--- src/rtl/irda_fir_rx_ctrl.sv ---
// FIR (4 Mb/s, 4PPM) receive sequencer: locks on preamble and start flag,
// restarts the 4PPM decoder, forwards decoded bits and ends or aborts frames.
module irda_fir_rx_ctrl #(
  parameter int PA_MIN   = 4,
  parameter int MAX_SYMS = 16384
) (
  input  logic       clk,
  input  logic       wb_rst_i,
  input  logic       fir_rx_en,
  input  logic       fir_rx8_enable,
  input  logic       fd_o,
  input  logic       ppmd_o,
  input  logic       ppmd_bad_chip,
  output logic       ppmd_restart,
  output logic       rx_bit,
  output logic       rx_bit_valid,
  output logic       rx_frame_start,
  output logic       rx_frame_end,
  output logic       rx_frame_abort,
  output logic       rx_active,
  output logic [2:0] rx_state
);

  localparam logic [15:0] PA  = 16'b1000_0100_0010_0001;
  localparam logic [31:0] STA = 32'b0000_1100_0000_1100_0110_0000_0110_0000;
  localparam logic [31:0] STO = 32'b0000_1100_0000_1100_0000_0110_0000_0110;
  localparam int          SYM_W   = $clog2(MAX_SYMS + 1);
  localparam logic [7:0]  PA_MIN8 = 8'(PA_MIN);
  localparam logic [SYM_W-1:0] SYM_MAX = SYM_W'(MAX_SYMS);

  typedef enum logic [2:0] {
    IDLE     = 3'd0,
    PREAMBLE = 3'd1,
    START    = 3'd2,
    DATA     = 3'd3,
    STOP_CHK = 3'd4
  } state_t;

  state_t           state_q;
  // The live chip completes the windows, so only 31 history chips are stored.
  logic [30:0]      sh_q;
  logic [7:0]       pa_cnt_q;
  logic [7:0]       pa_cnt_d;
  logic [3:0]       ccnt_q;
  logic [4:0]       scnt_q;
  logic [1:0]       ph_q;
  logic [SYM_W-1:0] sym_q;
  logic [SYM_W-1:0] sym_d;
  logic [3:0]       bad_cnt_q;
  logic [3:0]       bad_cnt_d;
  logic             first_q;
  logic             rx_bit_q;
  logic             rx_bit_valid_q;
  logic             start_q;
  logic             end_q;
  logic             abort_q;

  logic [15:0]      win16;
  logic [31:0]      win32;
  logic             pa_hit;
  logic             bit_slot;

  assign win16    = {sh_q[14:0], fd_o};
  assign win32    = {sh_q, fd_o};
  assign pa_hit   = (win16 == PA);
  assign pa_cnt_d = (pa_cnt_q == 8'hFF) ? pa_cnt_q : pa_cnt_q + 8'd1;
  assign sym_d    = sym_q + SYM_W'(1);
  assign bad_cnt_d = bad_cnt_q + 4'd1;
  // Phases 1 and 3 carry decoder bits; symbol 0 only fills the decoder.
  assign bit_slot = ph_q[0] & (sym_q != '0);

  assign ppmd_restart   = fir_rx8_enable & (state_q == DATA) & first_q;
  assign rx_bit         = rx_bit_q;
  assign rx_bit_valid   = rx_bit_valid_q;
  assign rx_frame_start = start_q;
  assign rx_frame_end   = end_q;
  assign rx_frame_abort = abort_q;
  assign rx_active      = (state_q == DATA) || (state_q == STOP_CHK);
  assign rx_state       = state_q;

  always_ff @(posedge clk or posedge wb_rst_i) begin
    if (wb_rst_i) begin
      state_q        <= IDLE;
      sh_q           <= '0;
      pa_cnt_q       <= '0;
      ccnt_q         <= '0;
      scnt_q         <= '0;
      ph_q           <= '0;
      sym_q          <= '0;
      bad_cnt_q      <= '0;
      first_q        <= 1'b0;
      rx_bit_q       <= 1'b0;
      rx_bit_valid_q <= 1'b0;
      start_q        <= 1'b0;
      end_q          <= 1'b0;
      abort_q        <= 1'b0;
    end else begin
      rx_bit_valid_q <= 1'b0;
      start_q        <= 1'b0;
      end_q          <= 1'b0;
      abort_q        <= 1'b0;

      if (fir_rx8_enable) begin
        sh_q <= win32[30:0];
      end

      if (!fir_rx_en) begin
        state_q <= IDLE;
        first_q <= 1'b0;
      end else if (fir_rx8_enable) begin
        case (state_q)
          IDLE: begin
            if (pa_hit) begin
              state_q  <= PREAMBLE;
              pa_cnt_q <= 8'd1;
              ccnt_q   <= '0;
            end
          end

          PREAMBLE: begin
            ccnt_q <= ccnt_q + 4'd1;
            if (ccnt_q == 4'd15) begin
              if (!pa_hit) begin
                state_q <= IDLE;
              end else begin
                pa_cnt_q <= pa_cnt_d;
                if (pa_cnt_d >= PA_MIN8) begin
                  state_q <= START;
                  scnt_q  <= '0;
                end
              end
            end
          end

          // Each further preamble symbol re-arms the 32-chip start-flag search.
          START: begin
            scnt_q <= scnt_q + 5'd1;
            if (scnt_q == 5'd15 && pa_hit) begin
              scnt_q <= '0;
            end else if (scnt_q == 5'd31) begin
              if (win32 == STA) begin
                state_q <= DATA;
                start_q <= 1'b1;
                ph_q    <= '0;
                sym_q   <= '0;
                first_q <= 1'b1;
              end else begin
                state_q <= IDLE;
              end
            end
          end

          DATA: begin
            first_q <= 1'b0;
            ph_q    <= ph_q + 2'd1;
            if (ph_q == 2'd3) begin
              sym_q <= sym_d;
              if (ppmd_bad_chip) begin
                state_q   <= STOP_CHK;
                bad_cnt_q <= 4'd1;
              end else if (sym_d == SYM_MAX) begin
                state_q <= IDLE;
                abort_q <= 1'b1;
              end else if (bit_slot) begin
                rx_bit_valid_q <= 1'b1;
                rx_bit_q       <= ppmd_o;
              end
            end else if (bit_slot) begin
              rx_bit_valid_q <= 1'b1;
              rx_bit_q       <= ppmd_o;
            end
          end

          // Eight illegal symbols must spell the stop flag, otherwise abort.
          STOP_CHK: begin
            ph_q <= ph_q + 2'd1;
            if (ph_q == 2'd3) begin
              bad_cnt_q <= bad_cnt_d;
              if (bad_cnt_d == 4'd8) begin
                state_q <= IDLE;
                if (win32 == STO) begin
                  end_q <= 1'b1;
                end else begin
                  abort_q <= 1'b1;
                end
              end
            end
          end

          default: state_q <= IDLE;
        endcase
      end
    end
  end

endmodule

--- config.mk ---
export PLATFORM = sky130hd
export DESIGN_NAME = irda_fir_rx_ctrl
export DESIGN_NICKNAME = d
export VERILOG_FILES = /design/src/rtl/irda_fir_rx_ctrl.sv
export SDC_FILE = /design/constraint.sdc
export NUM_CORES = 1
export LEC_CHECK = 0
export BUFFER_PORTS_ARGS = -buffer_cell sky130_fd_sc_hd__buf_2
export CAP_MARGIN = 20
export CORE_UTILIZATION = 66
export DETAILED_ROUTE_END_ITERATION = 7
export PLACE_DENSITY = 0.84
export SYNTH_ARGS = -nofsm -noshare
export SYNTH_HDL_FRONTEND = slang
export SYNTH_SLANG_ARGS = --single-unit
--- constraint.sdc ---
create_clock -name clk -period 5.6 [get_ports clk]
set_clock_uncertainty 0.05 [all_clocks]
set_input_delay 0.84 -clock clk [delete_from_list [all_inputs] [get_ports clk]]
set_output_delay 0.84 -clock clk [all_outputs]
set_load 0.01 [all_outputs]
======== Word level (Yosys, flattened, before mapping) ========
Index checks and enable logic that the tools add are counted.
storage, ports and cells
  flip-flop bits (word level) ............. 78
  input bits .............................. 7
  output and inout port bits .............. 10
  logic and storage cells ................. 159
operators by class
  add/subtract/negate cells ............... 6
  order comparisons ....................... 1
  eq/ne operators ......................... 38
  muxes and demuxes ....................... 78
  bitwise logic cells ..................... 3
  reductions and logical operators ........ 19
operators with widths
  cell                     number
  $eq A32 B28 Y1 const B   2
  $mux W15                 4
  $mux W3                  13
  $mux W1                  36
  $mux W8                  4
  $pmux W15 S2             1
  $reduce_and A6 Y1        4
  $mux W5                  4
  $ne A2 B2 Y1 const B     10
  $eq A16 B16 Y1 const B   1
  $mux W4                  4
  $pmux W4 S2              2
  $pmux W8 S2              1
  $add A15 B1 Y15 const B  1
  $eq A15 B15 Y1 const B   1
  $ne A3 B3 Y1 const B     5
  $pmux W3 S5              1
  $reduce_bool A15 Y1      1
  $pmux W5 S2              1
  $reduce_and A10 Y1       1
  $reduce_and A5 Y1        2
  $reduce_bool A2 Y1       5
  $ne A3 B2 Y1 const B     3
  $add A4 B1 Y4 const B    2
  other kinds (26)         36

======== Longest topological paths before layout ========
Gate-level depths: netlist (run 1).
  word-level depth ........................ 9
  mapped depth ............................ 8
  mapped depth without buffers ............ 8

======== Least setup slack after synthesis (run 1) ========
No wires, ideal clock.
  kind .................................... input to output
  from .................................... input port fir_rx8_enable
  to ...................................... output port ppmd_restart
  data arrival time ....................... 1.697 ns
  required time ........................... 4.710 ns
  slack ................................... 3.013 ns
  stages .................................. 3
  path buffers ............................ 2
  cells stage by stage .................... clkbuf_1 > buf_1 > and3_1
between the ends
  cells in the longest elaborated chain, start to end .. 2
ends and longest elaborated chain
  item                         line  text
  start, declared              10    input logic fir_rx8_enable,
  $and A1 B1 Y1 (2 in series)  72    assign ppmd_restart = fir_rx8_enable & (state_q == DATA) & first_q;
  end, declared                14    output logic ppmd_restart,
No other way between the ends.

======== Final worst setup path (run 1) ========
  from .................................... register state_q[1] (netlist: rx_state[1])
  to ...................................... output port rx_active
between the ends
  cells in the longest elaborated chain, start to end .. 2
  elaborated cells between the ends (all ways) .. 3
  classes of those cells .................. eq/ne: 2; reduce/logical: 1
ends and longest elaborated chain
  item                                          line  text
  start, declared                               39    state_t state_q;
  start signal, assigned                        83    state_q <= IDLE;
  start signal, assigned                        108   state_q <= IDLE;
  start signal, assigned                        114   state_q <= PREAMBLE;
  $eq A3 B2 Y1 or $eq A3 B3 Y1 (tied branches)  78    assign rx_active = (state_q == DATA) || (state_q == STOP_CHK);
  $logic_or A1 B1 Y1 (*)                        78
  end, declared                                 20    output logic rx_active,
Every way passes the cells marked *; elsewhere a longest branch is shown, timed or not.

==> summary.md, run 1 <==
| Metric | Value |
|---|---|
| Outcome | finished, final reports clean |
| Post-Route Setup TNS | 0 ns |
| Combinational share of power | roughly a tenth |
| Area Growth Syn to Fin | 8.42% |
| Crit path from | rx_state[1]$_DFFE_PP0P_ |
| Cells after Synth | 421 |
| DR WL/cell | 16.6 microns |
| Sw Pwr | 0.000344 W |
| Ys async rst share | 100% |
| Synth warn | 0 |
| DR vias/cell | 6.42 |
| Multi-input logic area | 0.00214 sq mm |
| Vias in the first global route | 3110 |
| Core Footprint | 0.00603 sq mm |
| Sequential element share of the synthesized area | 46.7% |
| Critical Path RT | 4.71 ns |
| Worst slew pin tran | 0.779 ns |
| Grt ovf | 0 |
| CP Data Arrival Time | 2.04 ns |
| Tmin final | 2.93 ns |
| R2r endpoint | rx_bit$_DFFE_PP0P_ |
| Num CTS Buffers | 9 |
| GRT Total Usage | 28.5% |
| Critical path, cell by cell | nor2b_1 > nand2_1 > nand2_1 > buf_2 |
| Fmax | 341 MHz |
| GP Congestion | between 0.8 and 0.9 |
| Int Power | 0.000997 W |
| H-tree Lvls | 3 |
| CP max-delay cell | dfrtp_1 |
| First-pass GRT wire length | 14200 microns |
| FF+latch count, synth | just under 80 |
| Sw frac | 25.6% |
| Flop pwr share | 54.8% |
| Largest net degree at the start of global routing | 64 |
| Clk_lat worst skew | 0.35 ns |
| Reg2Reg Depth | 8 |
| Average size of a mapped cell | 9.92 sq um |
| Fin. max-slew vios | 0 |
| Setup crit end kind | output port |
| Initial Util | 69.3% |
| Initial antenna violation count | 0 |
| CTS Buffer Depth | 2 |
| Nets | between 400 and 500 |
| PostCTS Resize Cnt | 0 |
| Post-CTS Setup Inserts | 0 |
| Hold_buf cts | 0 |
| WL final | 8560 microns |
| Type of origin of the critical path | register |
| Launch point of the worst reg-to-reg path | sym_q[1]$_DFFE_PP0P_ |
| Hold Crit Class | input pin to async pin |
| Final worst path period share | 52.3% |
| Largest cells by area after synthesis | dfrtp_1, mux2_2, o21ai_0, nand2_1, nor2_1 |
| Die area | 0.00665 sq mm |
| Final setup vio count | 0 |
| Layout cells sized above 1 | 18.6% |
| Crit-path max cell delay | roughly 0.48 ns |
| Count leader, synth | dfrtp_1 |
| Cell Area, Synth | 0.00418 sq mm |
| FILL cells | roughly 420 |
| FF/Latch Area | 0.00195 sq mm |
| Distinct cells, synth | 59 |
| Critical setup path kind | register to output port |
| Row count | 28 |
| CP endpoint | rx_active |
| DP Area | 0.00430 sq mm |
| Chip height | 81.5 microns |
| Fin. Hold Viols | 0 |
| DR DRC count | 0 |
| Root buf cell | clkbuf_8 |
| Post-Synthesis Net Count | around 440 |
| RSZ-0062 raised after global routing | false |
| CTS tree | yes |
| Slew HR | a little under 50% |
| # diodes | 0 |
| Leading area contributor after synthesis | dfrtp_1 |
| Clk network pwr share | 34.5% |
| Maximum ir drop on the vdd rail | ~0.26 mV |
| Top FF cell, synth | dfrtp_1 |
| Post-synth EDFFs | 0 |
| Leakage | between 2 and 2.5 nW |
| Port bufs | 16 |
| Post-synth top cells | dfrtp_1, nand2_1, o21ai_0 |
| Routed vias | 3311 |
| Final Cell Area | approximately 0.0045 sq mm |
| Clock sinks | 78 |
| IO Pins | 17 |
| CP most frequent cell | nand2_1 |
| Die W | 81.5 microns |
| Hpwl dp | 6040 microns |
| Clock-pin slew on the worst setup and hold paths | 0.08 ns |
| Reg2Reg Setup Slack | ~3.0 ns |
| Crit-path max FO | 17 |
| Routed Antenna Nets | 0 |
| Max-cap violations | 0 |
| DRT Pass-1 Iters | 5 |
| Cell area power density | between 200 and 300 mW/mm^2 |
| Post-synth top area share | ~47% |
| Starting DRT DRC Count | 216 |
[state kept, by name, indices dropped and copies added (netlist names)]
signal / count
sh_q: 31
sym_q: 15
pa_cnt_q: 8
scnt_q: 5
bad_cnt_q: 4
ccnt_q: 4
rx_state: 3
ph_q: 2
first_q: 1
rx_bit: 1
rx_bit_valid: 1
rx_frame_abort: 1
rx_frame_end: 1
rx_frame_start: 1
[metal layers]
metal	wire, microns	GRT usage [%]	up-vias
met1	3750	35.1	1640
met3	308	7.00	12
met2	4390	48.0	69
li1	-	-	1590
met5	0	0	-
met4	112	11.3	0
[per-stage QoR]
| step | instances | setup slack [ns] | utilization (%) | hold slack, ns | power [W] |
|---|---|---|---|---|---|
| after floorplan | 421 | 2.71 | - | 0.420 | 0.000840 |
| after global placement | 499 | 2.55 | 71.3 | 0.437 | 0.000874 |
| after detailed placement | 500 | 2.51 | 71.4 | 0.452 | 0.000891 |
| after CTS | 516 | 2.70 | 75.1 | 0.384 | 0.00135 |
| after global routing | 516 | 2.54 | 75.1 | 0.415 | 0.00140 |
| final | 516 | 2.67 | 75.1 | 0.384 | 0.00134 |
[cell type report]
class                      instances  area share [%]
sequential                        78            43.1
inverter                           7           0.580
tap                               75            2.07
clock inverter                     7            2.18
multi-input combinational        322            47.3
clock buffer                       9            2.74
timing repair buffer              18            2.05
[placed cells by master (no fill, tap or decap), types with 3 or more instances in the layout]
cell / n
dfrtp_1: 78
nand2_1: 46
o21ai_0: 37
nor2_1: 35
mux2_2: 32
nand3_1: 20
buf_2: 17
nand4_1: 15
a21oi_1: 10
nor3_1: 10
clkbuf_8: 9
mux2i_1: 8
ha_1: 8
nor4_1: 7
and3_1: 6
inv_1: 6
nor2b_1: 6
a31oi_1: 5
and2_1: 5
or4_1: 5
nand2b_1: 5
xor2_1: 4
and4_1: 4
a22o_1: 4
o211ai_1: 4
o21ai_1: 3
clkinv_4: 3
[critical path, delay by kind of cell (launching register included)]
family | cells | cell delay, ns
and+or+nand+nor | 3 | 1.04
buffers and inverters | 1 | 0.16
DFF | 1 | 0.48
[power by group through the flow]
stage          sequential (W)  combinational, W  clock [W]
3_3_place_gp         0.000734          0.000140          0
4_1_cts              0.000735          0.000147   0.000471
2_1_floorplan        0.000716          0.000124          0
5_1_grt              0.000745          0.000158   0.000493
6_report             0.000735          0.000144   0.000462
3_5_place_dp         0.000745          0.000147          0
[worst min-delay path by stage]
stage	slack, ns	cells past startpoint	startpoint	endpoint
floorplan	0.42	2	first_q$_DFFE_PP0P_	first_q$_DFFE_PP0P_
global placement	0.44	1	rx_bit$_DFFE_PP0P_	rx_bit$_DFFE_PP0P_
detailed placement	0.45	1	ph_q[1]$_DFFE_PP0P_	ph_q[1]$_DFFE_PP0P_
CTS	0.38	2	wb_rst_i	sym_q[12]$_DFFE_PP0P_
global route	0.42	2	wb_rst_i	sym_q[4]$_DFFE_PP0P_
finish	0.38	2	wb_rst_i	sym_q[12]$_DFFE_PP0P_
[logic make-up after synthesis]
kind of cell	after synthesis	synth area share [%]
compound gates	81	12.3
flops	78	46.7
mux	41	10.9
simple gates	186	24.4
fa+ha+maj	8	2.40
buf+inv	21	2.01
xor+xnor	6	1.26
Power figures use the tool's default switching activity.
==> inputs of run 2 (changes only) <==
Settings changed: CORE_UTILIZATION 66 to 62, PLACE_DENSITY 0.84 to 0.8.
Clock period 5.6 ns to 2.7 ns, I/O delays scaled along.
==> summary.md, run 2 (same netlist as run 1, synthesis figures left out) <==
| Metric | Value |
|---|---|
| Fin. max-slew vios | 0 (unchanged) |
| H-tree Lvls | 3 (unchanged) |
| Largest registers | sh_q: 31 flops, sym_q: 15 flops, pa_cnt_q: 8 flops |
| Clk network pwr share | 29.6% (-4.9 points) |
| Clock-pin slew on the worst setup and hold paths | 0.08 ns (about the same) |
| Root buf cell | clkbuf_8 |
| Int Power | 0.00188 W (+88%) |
| Most frequent cells in the layout | dfrtp_1, nand2_1, o21ai_0 |
| Outcome | finished, violations left |
| Final worst path period share | 94.1% |
| Die area | 0.00707 sq mm (+6.3%) |
| Vias in the first global route | 3183 (+2.3%) |
| Hold Crit Class | input pin to register |
| Failing checks | DRC |
| Pre-CTS WS | 0.191 ns (-2.32 ns) |
| Max-cap violations | 0 (unchanged) |
| First-pass GRT wire length | 15000 microns (+6.1%) |
| Initial antenna violation count | 0 (unchanged) |
| CTS Buffer Depth | 2 (unchanged) |
| # diodes | 0 (unchanged) |
| CP Data Arrival Time | 2.73 ns (+0.69 ns) |
| Sw frac | 27.8% (+2.2 points) |
| Hpwl dp | 6200 microns (+2.6%) |
| Sw Pwr | 0.000723 W (+110%) |
| RSZ-0062 raised after global routing | false |
| CTS tree | yes |
| Reg2Reg Setup Slack | 0.16 ns (-2.82 ns) |
| Port bufs | 16 (unchanged) |
| DR vias/cell | 6.42 (about the same) |
| Reg2Reg Depth | 8 (unchanged) |
| R2r endpoint | rx_bit$_DFFE_PP0P_ |
| Worst hold path cell count | 2 |
| Setup crit end kind | register |
| Max reg flops | 31 (unchanged) |
| GP Congestion | 0.926 (+7.4%) |
| Largest net degree at the start of global routing | 61 (-4.7%) |
| Critical Path RT | 2.89 ns (-1.82 ns) |
| Top reg by flops | sh_q |
| Launch point of the worst reg-to-reg path | sym_q[1]$_DFFE_PP0P_ |
| Chip height | 84.1 microns (+3.1%) |
| Maximum ir drop on the vdd rail | 0.492 mV (+91%) |
| GRT Total Usage | 27.1% (-1.4 points) |
| Core Footprint | 0.00642 sq mm (+6.6%) |
| Slew HR | 66.9% (+19 points) |
| Post-Route Setup TNS | 0 ns (unchanged) |
| Hold Path End | rx_bit$_DFFE_PP0P_ |
| HP Start | ppmd_o |
| Crit-path max FO | 5 (-12) |
| DR DRC count | 2 (+2) |
| Final setup margin | 0.160 ns (-2.51 ns) |
| Starting DRT DRC Count | 203 (-6.0%) |
| Initial Util | 65.0% (-4.3 points) |
| Nets | 459 (+1.8%) |
| Num CTS Buffers | 9 (unchanged) |
| Final setup vio count | 0 (unchanged) |
| Grt ovf | 0 (unchanged) |
| FILL cells | 474 (+13%) |
| Layout cells sized above 1 | 20.3% (+1.7 points) |
| Cell area power density | 569 mW/mm^2 (+92%) |
| Post-CTS Setup Inserts | 0 (unchanged) |
| Commonest non-fill, non-tap cell in the layout | dfrtp_1 |
| Fmax | 394 MHz |
| DRT Pass-1 Iters | 7 (+2) |
| Flop pwr share | 58.6% (+3.8 points) |
| Tmin final | about 2.5 ns |
| Critical setup path kind | register to register |
| IO Pins | 17 (unchanged) |
| Row count | 29 (+3.6%) |
| Routed vias | 3371 (+1.8%) |
| Combinational share of power | 11.8% (+1.1 points) |
| Routed Antenna Nets | 0 (unchanged) |
| Worst slew pin tran | 0.492 ns (-0.287 ns) |
| Die W | 84.1 microns (+3.1%) |
| Leakage | 2.02 nW (+0.77%) |
| Clock sinks | 78 (unchanged) |
| WL final | 8910 microns (+4.1%) |
| Type of origin of the critical path | register |
| Area Growth Syn to Fin | 9.47% |
| Fin. Hold Viols | 0 (unchanged) |
| DR WL/cell | 17.0 microns (+2.3%) |
| Clk_lat worst skew | 0.36 ns (about the same) |
-- run 2: how the worst max path moves through the flow --
stage / slack [ns] / end / from
after floorplan: 0.25 / bad_cnt_q[0]$_DFFE_PP0P_ / wb_rst_i
after global placement: 0.26 / rx_bit$_DFFE_PP0P_ / sym_q[0]$_DFFE_PP0P_
after detailed placement: 0.19 / rx_bit$_DFFE_PP0P_ / sym_q[0]$_DFFE_PP0P_
after CTS: 0.17 / sym_q[11]$_DFFE_PP0P_ / sh_q[23]$_DFFE_PP0P_
after global routing: 0.01 / rx_bit$_DFFE_PP0P_ / sym_q[1]$_DFFE_PP0P_
final: 0.16 / rx_bit$_DFFE_PP0P_ / sym_q[1]$_DFFE_PP0P_
-- run 2: layer usage --
| layer | track usage [%] | part of all wire, % |
|---|---|---|
| met1 | 35.7 | 45 |
| met2 | 44.0 | 49 |
| met3 | 5.84 | 4.3 |
| met4 | 10.2 | 1.9 |
| met5 | 0 | 0 |
-- run 2: power groups by stage --
| stage | Clock (W) | Sequential [W] | Combinational (W) |
|---|---|---|---|
| 2_1_floorplan | 0 | 0.00148 | 0.000258 |
| 3_3_place_gp | 0 | 0.00152 | 0.000292 |
| 3_5_place_dp | 0 | 0.00154 | 0.000307 |
| 4_1_cts | 0.000777 | 0.00152 | 0.000310 |
| 5_1_grt | 0.000829 | 0.00155 | 0.000337 |
| 6_report | 0.000770 | 0.00152 | 0.000307 |
-- run 2: stage by stage --
step	power, W	area, sq um	instances	utilization, %	hold slack (ns)
6_report	0.00260	4570	525	71.2	0.239
5_1_grt	0.00272	4570	525	71.2	0.227
4_1_cts	0.00261	4550	525	70.8	0.228
3_5_place_dp	0.00185	4370	509	68.1	0.378
3_3_place_gp	0.00182	4370	509	68.1	0.373
2_1_floorplan	0.00174	4180	421	-	0.420
-- run 2: worst max-delay path: stages, from the launching register on --
cell and delay, ns:
dfrtp_1 0.43, ha_2 0.26, nand4_2 0.20, or4_1 0.54
o311ai_1 0.13, nand4_2 0.16, o21bai_2 0.22, a221oi_2 0.12
mux2_4 0.31
-- run 2: timing repair --
item	4_1_cts	5_1_grt
endpoints found under the setup margin	0	5
endpoints found under the hold margin	18	0
hold buffers	1	0
gates resized for setup	0	4
-- run 2: area by class of cell --
type	count	area, sq um	share of cell area, %
clock buffer	9	124	2.71
multi-input combinational	322	2160	47.3
clock inverter	6	40.0	0.876
sequential	78	1950	42.7
inverter	7	26.3	0.575
timing repair buffer	26	170	3.72
tap	77	96.3	2.11
